### config.mk
export PLATFORM = sky130hd
export DESIGN_NAME = cache_bus_arbiter
export DESIGN_NICKNAME = d
export VERILOG_FILES = /design/src/rtl/cache_arb_pkg.sv /design/src/rtl/cache_bus_arbiter_rr_pick.sv /design/src/rtl/cache_bus_arbiter.sv
export SDC_FILE = /design/constraint.sdc
export NUM_CORES = 1
export LEC_CHECK = 0
export BUFFER_PORTS_ARGS = -buffer_cell sky130_fd_sc_hd__buf_4
export CAP_MARGIN = 20
export CORE_AREA = 5 5 116 118
export DETAILED_ROUTE_END_ITERATION = 8
export DIE_AREA = 0 0 121 123
export MAX_ROUTING_LAYER = met4
export PLACE_DENSITY = 0.55
export SYNTH_ARGS = -nofsm -noshare
export SYNTH_HDL_FRONTEND = slang
export SYNTH_SLANG_ARGS = --single-unit
### constraint.sdc
create_clock -name clk -period 1.1 [get_ports clk]
set_input_delay 0.11 -clock clk [delete_from_list [all_inputs] [get_ports clk]]
set_output_delay 0.11 -clock clk [all_outputs]
set_load 0.02 [all_outputs]
### src/rtl/cache_arb_pkg.sv
// Shared types for the cache bus arbiter.
// State encoding, default widths and index-width helper.
package cache_arb_pkg;

  typedef enum logic [2:0] {
    IDLE,
    REQ,
    RDATA,
    WDATA,
    WRESP
  } arb_state_e;

  localparam int DEF_PORT_NUM = 2;
  localparam int DEF_ADDR_W   = 32;
  localparam int DEF_DATA_W   = 32;
  localparam int DEF_LEN_W    = 8;

  function automatic int idx_w(input int n);
    return (n > 1) ? $clog2(n) : 1;
  endfunction

endpackage

### src/rtl/cache_bus_arbiter_rr_pick.sv
// Combinational picker: first valid bit searching upward
// from ptr, wrapping at N. ptr tied to 0 gives fixed priority.
module rr_pick
  import cache_arb_pkg::*;
#(
  parameter int N  = DEF_PORT_NUM,
  parameter int IW = idx_w(DEF_PORT_NUM)
) (
  input  logic [N-1:0]  valid,
  input  logic [IW-1:0] ptr,
  output logic [IW-1:0] idx,
  output logic          found
);

  // Scan downward so the nearest candidate to ptr wins last.
  always_comb begin
    int c;
    c     = 0;
    idx   = '0;
    found = 1'b0;
    for (int i = N - 1; i >= 0; i--) begin
      c = int'(ptr) + i;
      if (c >= N) c = c - N;
      if (valid[c]) begin
        idx   = IW'(c);
        found = 1'b1;
      end
    end
  end

endmodule

### src/rtl/cache_bus_arbiter.sv
// N-to-1 cache bus arbiter holding the grant for a whole transaction.
// Define CACHE_ARB_FIXED_PRIO_EN for fixed priority (port 0 highest).
module cache_bus_arbiter
  import cache_arb_pkg::*;
#(
  parameter int PORT_NUM = DEF_PORT_NUM,
  parameter int ADDR_W   = DEF_ADDR_W,
  parameter int DATA_W   = DEF_DATA_W,
  parameter int LEN_W    = DEF_LEN_W
) (
  input  logic                       clk,
  input  logic                       rst,
  input  logic [PORT_NUM-1:0]        s_req_valid,
  output logic [PORT_NUM-1:0]        s_req_ready,
  input  logic [PORT_NUM-1:0]        s_req_write,
  input  logic [PORT_NUM*ADDR_W-1:0] s_req_addr,
  input  logic [PORT_NUM*LEN_W-1:0]  s_req_len,
  input  logic [PORT_NUM-1:0]        s_wvalid,
  output logic [PORT_NUM-1:0]        s_wready,
  input  logic [PORT_NUM*DATA_W-1:0] s_wdata,
  input  logic [PORT_NUM-1:0]        s_wlast,
  output logic [PORT_NUM-1:0]        s_rvalid,
  output logic [DATA_W-1:0]          s_rdata,
  output logic                       s_rlast,
  output logic [PORT_NUM-1:0]        s_bvalid,
  output logic                       m_req_valid,
  input  logic                       m_req_ready,
  output logic                       m_req_write,
  output logic [ADDR_W-1:0]          m_req_addr,
  output logic [LEN_W-1:0]           m_req_len,
  output logic                       m_wvalid,
  input  logic                       m_wready,
  output logic [DATA_W-1:0]          m_wdata,
  output logic                       m_wlast,
  input  logic                       m_rvalid,
  input  logic [DATA_W-1:0]          m_rdata,
  input  logic                       m_rlast,
  input  logic                       m_bvalid
);

  localparam int IW = idx_w(PORT_NUM);

  arb_state_e    state;
  logic [IW-1:0] g;
  logic [IW-1:0] ptr;
  logic [IW-1:0] g_nxt;
  logic [IW-1:0] pick;
  logic          found;
  logic          tx_done;

  rr_pick #(
    .N  (PORT_NUM),
    .IW (IW)
  ) u_pick (
    .valid (s_req_valid),
    .ptr   (ptr),
    .idx   (pick),
    .found (found)
  );

  // Explicit compare so non-power-of-2 port counts wrap correctly.
  assign g_nxt = (g == IW'(PORT_NUM - 1)) ? '0 : g + 1'b1;

  assign tx_done = (state == RDATA && m_rvalid && m_rlast) ||
                   (state == WRESP && m_bvalid);

  always_ff @(posedge clk) begin
    if (rst) begin
      state <= IDLE;
      g     <= '0;
      ptr   <= '0;
    end else begin
      unique case (state)
        IDLE: begin
          if (found) begin
            g     <= pick;
            state <= REQ;
          end
        end
        REQ: begin
          if (m_req_ready)
            state <= s_req_write[g] ? WDATA : RDATA;
        end
        RDATA: begin
          if (m_rvalid && m_rlast) state <= IDLE;
        end
        WDATA: begin
          if (m_wvalid && m_wready && m_wlast)
            state <= WRESP;
        end
        WRESP: begin
          if (m_bvalid) state <= IDLE;
        end
        default: state <= IDLE;
      endcase
`ifdef CACHE_ARB_FIXED_PRIO_EN
      ptr <= '0;
`else
      if (tx_done) ptr <= g_nxt;
`endif
    end
  end

  always_comb begin
    s_req_ready = '0;
    s_wready    = '0;
    s_rvalid    = '0;
    s_bvalid    = '0;
    s_rdata     = '0;
    s_rlast     = 1'b0;
    m_req_valid = 1'b0;
    m_req_write = 1'b0;
    m_req_addr  = '0;
    m_req_len   = '0;
    m_wvalid    = 1'b0;
    m_wdata     = '0;
    m_wlast     = 1'b0;
    unique case (state)
      REQ: begin
        m_req_valid    = 1'b1;
        m_req_write    = s_req_write[g];
        m_req_addr     = s_req_addr[g*ADDR_W +: ADDR_W];
        m_req_len      = s_req_len[g*LEN_W +: LEN_W];
        s_req_ready[g] = m_req_ready;
      end
      RDATA: begin
        s_rvalid[g] = m_rvalid;
        s_rdata     = m_rdata;
        s_rlast     = m_rlast;
      end
      WDATA: begin
        m_wvalid    = s_wvalid[g];
        m_wdata     = s_wdata[g*DATA_W +: DATA_W];
        m_wlast     = s_wlast[g];
        s_wready[g] = m_wready;
      end
      WRESP: s_bvalid[g] = m_bvalid;
      default: ;
    endcase
  end

`ifndef SYNTHESIS
  a_req_hold: assert property (@(posedge clk) disable iff (rst)
    (state == REQ) |-> s_req_valid[g])
    else $error("requester withdrew before accept");

  a_stray_r: assert property (@(posedge clk) disable iff (rst)
    m_rvalid |-> (state == RDATA))
    else $warning("m_rvalid outside RDATA ignored");

  a_stray_b: assert property (@(posedge clk) disable iff (rst)
    m_bvalid |-> (state == WRESP))
    else $warning("m_bvalid outside WRESP ignored");
`endif

endmodule
## Yosys cells after proc, flatten, opt, wreduce, memory -nomap -nowiden

Index checks and enable logic that the tools add are counted.

| operators by class | value |
|---|---|
| $add $sub $neg | 4 |
| magnitude comparators | 6 |
| equal/unequal tests | 9 |
| shifts and indexed selects | 3 |
| mux-type cells | 41 |
| bitwise operators | 4 |
| reductions and logical operators | 11 |

Operators by type and width:

| kind | number |
|---|---|
| two-way mux 32 bit | 5 |
| variable part select 64 x 7 -> 32 bit | 2 |
| less-than comparator 32 x 3 -> 1 bit (second input constant) | 2 |
| >= comparator 32 x 3 -> 1 bit (second input constant) | 1 |
| subtractor 32 x 3 -> 32 bit (second input constant) | 1 |
| two-way mux 1 bit | 24 |
| variable part select 16 x 5 -> 8 bit | 1 |
| two-way mux 3 bit | 5 |
| case mux 3 bit (5 select lines) | 1 |
| bitwise AND 2 bit | 4 |
| two-way mux 2 bit | 4 |
| two-way mux 8 bit | 1 |
| != test 2 bit (second input constant) | 4 |
| logical AND 1 bit | 7 |
| equality test 3 x 2 -> 1 bit (second input constant) | 2 |
| AND reduction 5 bit | 1 |
| equality test 3 x 1 -> 1 bit (second input constant) | 1 |
| equality test 3 bit (second input constant) | 1 |
| zero test 3 bit | 1 |
| subtractor 1 x 2 -> 3 bit (second input constant) | 1 |
| adder 1 x 1 -> 2 bit (second input constant) | 1 |
| >= comparator 1 x 2 -> 1 bit (second input constant) | 1 |
| less-than comparator 1 x 2 -> 1 bit (second input constant) | 1 |
| != test 2 x 1 -> 1 bit (second input constant) | 1 |
| 5 further kinds | 5 |

| storage, ports and cells | value |
|---|---|
| register bits | 5 |
| output and inout bits | 117 |

## Logic depth before layout (Yosys ltp)

| logic depth | value |
|---|---|
| depth in word-level cells | 10 |
| gate-level depth with buffers | 6 |
| depth with buffers taken out | 5 |

## Modules after synthesis

Synthesis repeated with hierarchy kept, for this count alone.

| unflattened totals | value |
|---|---|
| cells, all modules | 261 |
| area, all modules | 1,800.5 sq um |

Modules (own cells, without submodules):

| module | times used | cells an instance | area an instance (sq um) | sequential area each (sq um) |
|---|---|---|---|---|
| cache_bus_arbiter | 1 | 258 | 1,783.0 | 100.1 |
| rr_pick | 1 | 3 | 17.5 | 0.0 |

## Least setup slack after synthesis

OpenSTA, ideal clock, no wires.

| path | value |
|---|---|
| kind | flip-flop to output port |
| start point | register g |
| end point | output s_bvalid[0] |
| arrival | 1.287 ns |
| required time | 0.990 ns |
| setup slack | -0.297 ns |
| stages on the path, launching flop included | 5 |
| buffers on the path | 3 |
| cell sequence | dfxtp_1 -> buf_2 -> buf_4 -> buf_2 -> nor3b_1 |

| between the ends | value |
|---|---|
| cells in the longest elaborated chain, start to end | 6 |

Ends and longest elaborated chain:

| item | line | source |
|---|---|---|
| start, declared | cache_bus_arbiter.sv:44 | `logic [IW-1:0] g;` |
| start signal, assigned | cache_bus_arbiter.sv:76 | `g <= pick;` |
| less-than comparator 1 x 2 -> 1 bit (implied by the code) or >= comparator 1 bit (tied branches) | cache_bus_arbiter.sv:137 | `WRESP: s_bvalid[g] = m_bvalid;` |
| logical AND 1 bit (implied by the code) | cache_bus_arbiter.sv:137 |  |
| two-way mux 1 bit (implied by the code) | cache_bus_arbiter.sv:137 |  |
| demux 1 bit (select 1 bit) (*) | cache_bus_arbiter.sv:137 |  |
| bitwise AND 2 bit (no line) (*) | -- |  |
| two-way mux 2 bit (*) | cache_bus_arbiter.sv:118 | `unique case (state)` |
| end, declared | cache_bus_arbiter.sv:25 | `output logic [PORT_NUM-1:0] s_bvalid,` |

Every way passes the cells marked *; elsewhere a longest branch is shown, timed or not.

## Worst setup path after layout

| path | value |
|---|---|
| start point | register state[2] |
| end point | output m_wdata[25] |

| between the ends | value |
|---|---|
| cells in the longest elaborated chain, start to end | 2 |

Ends and longest elaborated chain:

| item | line | source |
|---|---|---|
| start, declared | cache_bus_arbiter.sv:43 | `arb_state_e state;` |
| start signal, assigned | cache_bus_arbiter.sv:82 | `state <= s_req_write[g] ? WDATA : RDATA;` |
| equality test 3 x 2 -> 1 bit | cache_bus_arbiter.sv:118 |  |
| two-way mux 32 bit | cache_bus_arbiter.sv:118 |  |
| end, declared | cache_bus_arbiter.sv:33 | `output logic [DATA_W-1:0] m_wdata,` |

Every way passes these cells.

==> metrics.txt <==
status=complete, but fails checks; failing checks=negative setup slack; sequential share of the synthesized area=0.05495; final hold violations=0; H-tree depth=1; RSZ-0062 raised after global routing=true; Port Buffers=307; min Tclk post-route=1513 ps; hold path endpoint=state[1]; CTS Buf Count=3; die width=121 um; cells on worst reg2reg path=6; leakage power=2.744 nW; Sw Share=0.3933; top cell type by total area after synthesis=mux2i_1; share of cells above drive strength 1=0.8823; DRC violations left=0; post-route setup slack=-412.8 ps; clock slew at reported path FFs=30 ps; MaxCap Viol Count=0; Adder-Cell Fraction of Synth Area=0; commonest non-fill, non-tap cell in the layout=buf_4; drt total wl=12,070 um; CP Cell Sequence=nand3b_1 -> buf_6 -> buf_12 -> buf_12 -> nor2_4 -> buf_6; R2R setup slack=-240 ps; PwrDens=686.6 mW/mm^2; Tot Pwr=0.004273 W; r2r startpoint=state[2]; Primary FF master, synth=dfxtp_1; vias in the first global route=3,272; type of origin of the critical path=flip-flop; largest net degree at the start of global routing=38; clk_lat worst skew=230 ps; Post-CTS Hold Buffers=0; slowest stage delay, CP=360 ps; Slew @ Worst Pin=230.4 ps; crit share post-route=1.375; slew margin rel.=0.8434; Worst Path Max Fanout=7; initial core utilization=0.1474; Worst Setup End Kind=output port; Storage cell area=115.1 um^2; CP required=990 ps; Setup Skew=1.523 ps; WP data arrival=1400 ps; Hold Path Origin=rst; post-place setup slack=-217.0 ps; Syn Inst Count=259; Mapped Area=0.001822 mm^2; diode count=0; Post-Layout Cell Count=775; Multi-input gate area=0.002514 mm^2; vias=3,190; CTS tree=done; fmax=661.0 MHz; Core ar.=0.01236 mm^2; layout net count=795; Post-DRT Antenna Nets=0; DP Cell Count=751; Placer Congestion=0.7766; Fill cells=1,163; vias per inst=4.116; first-pass GRT wire length=16,170 um; Synth Area in XOR/XNOR=0; area grow syn2layout=241.6%; post-synth top area share=0.4121; VDD IR max=0.3342 mV; final setup violation count=122; # IOs=308; CP top delay family=buffers and inverters; HPWL after DPL=9912 um; Synth Area in Compound Gates=0.05632; DRT iter0 DRCs=98; clock buffer depth=2; initial antenna violation count=0; clock power share=0.143; Clock Tree Root=clkbuf_16; ranking of synthesized cells by area=mux2i_1 (41%), nor2_1 (17%), and2_1 (11%); gr usage total=0.1381; register share of total power=0.052; Int Pwr=0.002592 W; Unique masters post-synth=29; Pre-antenna DRT Iters=4; # clock sinks=5; WHS Path Cells=2; syn_nets=450; Die Y-Extent=123 um; Async S/R FF share, synth=0; Synth warnings=0; CP max stage cell=dfxtp_4; simple-gate share of the synthesized area=0.3743; Max Slew Vio Count=0; WL per Instance=15.57 um; grt ovf=0; CP Buf/Inv Count=4; most frequent cells in the layout=buf_4 (262), buf_6 (81), nor2_4 (39); Synth Register Bits=5; Switching Power=0.001681 W; number of synthesized flops with an enable pin=0; FP Rows=41; die area=0.01488 mm^2; Comb pwr share=0.806; Avg Cell Area, Syn=7.034 um^2; worst hold path type=input port to flip-flop; main combinational cell family by area after synthesis=multiplexers; mux contribution to synthesized area=0.4121; worst r2r dst=state[1]; crit path kind=flip-flop to output port
-- state kept, by name (all words and copies together) (netlist names) --
name   flops
state      3
g          1
ptr        1
-- worst reg2reg max path: stages, from the launching register on --
cell and delay [ps]:
dfxtp_4 370, buf_6 130, and3b_2 230, buf_4 130, buf_4 120, a22oi_2 140
a21oi_1 90
-- cells in the mapped netlist, types with 2 or more instances --
library cell / count
nand3b_1: 2
buf_6: 10
nor2_1: 82
and2_1: 33
nand2_1: 8
dfxtp_1: 5
nor3_1: 3
mux2i_1: 75
buf_2: 11
buf_4: 2
a21oi_1: 5
o21ai_0: 2
nor2b_1: 2
and3_1: 4
-- metal layers --
metal | GRT usage | share of wire
met5 | - | 0
met4 | 0.02408 | 0.0089
met3 | 0.02287 | 0.063
met2 | 0.2529 | 0.55
met1 | 0.1610 | 0.38
-- area by class of cell --
cell class,count,share of cell area
repair buffers,363,0.5298
flip-flops and latches,5,0.01850
multi-input cells,230,0.4039
clock buffers,4,0.01267
inverters,1,0.0006031
well taps,172,0.03458
-- per-stage QoR --
stage	utilization	instance area (um^2)	setup TNS, ps	hold slack, ps
floorplan	-	2625	-12360	171.7
global placement	0.4326	5349	-12930	301.7
detailed placement	0.4326	5349	-15330	301.9
CTS	0.4621	5713	-40890	61.72
global route	0.5034	6223	-47540	69.45
finish	0.5034	6223	-41060	63.13
-- worst max-delay path by stage --
stage | startpoint | to | slack (ps) | cells after the start
6_report | state[2] | m_wdata[25] | -410 | 6
5_1_grt | state[2] | m_wdata[25] | -460 | 6
4_1_cts | state[2] | m_wdata[25] | -430 | 5
3_5_place_dp | state[0] | m_wdata[25] | -220 | 5
3_3_place_gp | g | m_req_addr[31] | -170 | 5
2_1_floorplan | state[0] | m_wdata[11] | -150 | 4
-- power groups by stage --
stage | clock network [W] | logic (W) | registers, W
floorplan | 0 | 0.00168 | 0.000205
global placement | 0 | 0.00299 | 0.000221
detailed placement | 0 | 0.00302 | 0.000222
CTS | 0.000622 | 0.00322 | 0.000222
global route | 0.000638 | 0.00363 | 0.000222
finish | 0.000610 | 0.00344 | 0.000221
-- kinds of logic (layout without fill, tap and decap cells) --
group,count (synthesis),in the layout
AO/OA/AOI/OAI,14,14
buffers and inverters,24,368
flip-flops,5,5
multiplexers,75,75
AND/OR/NAND/NOR,141,141
-- timing repair --
action | CTS | global route
gates resized for setup | 59 | 79
cloned | 0 | 3
pin swaps | 8 | 14
setup buffers | 6 | 11
endpoints found under the setup margin | 122 | 122
(Power assumes the default switching activity.)
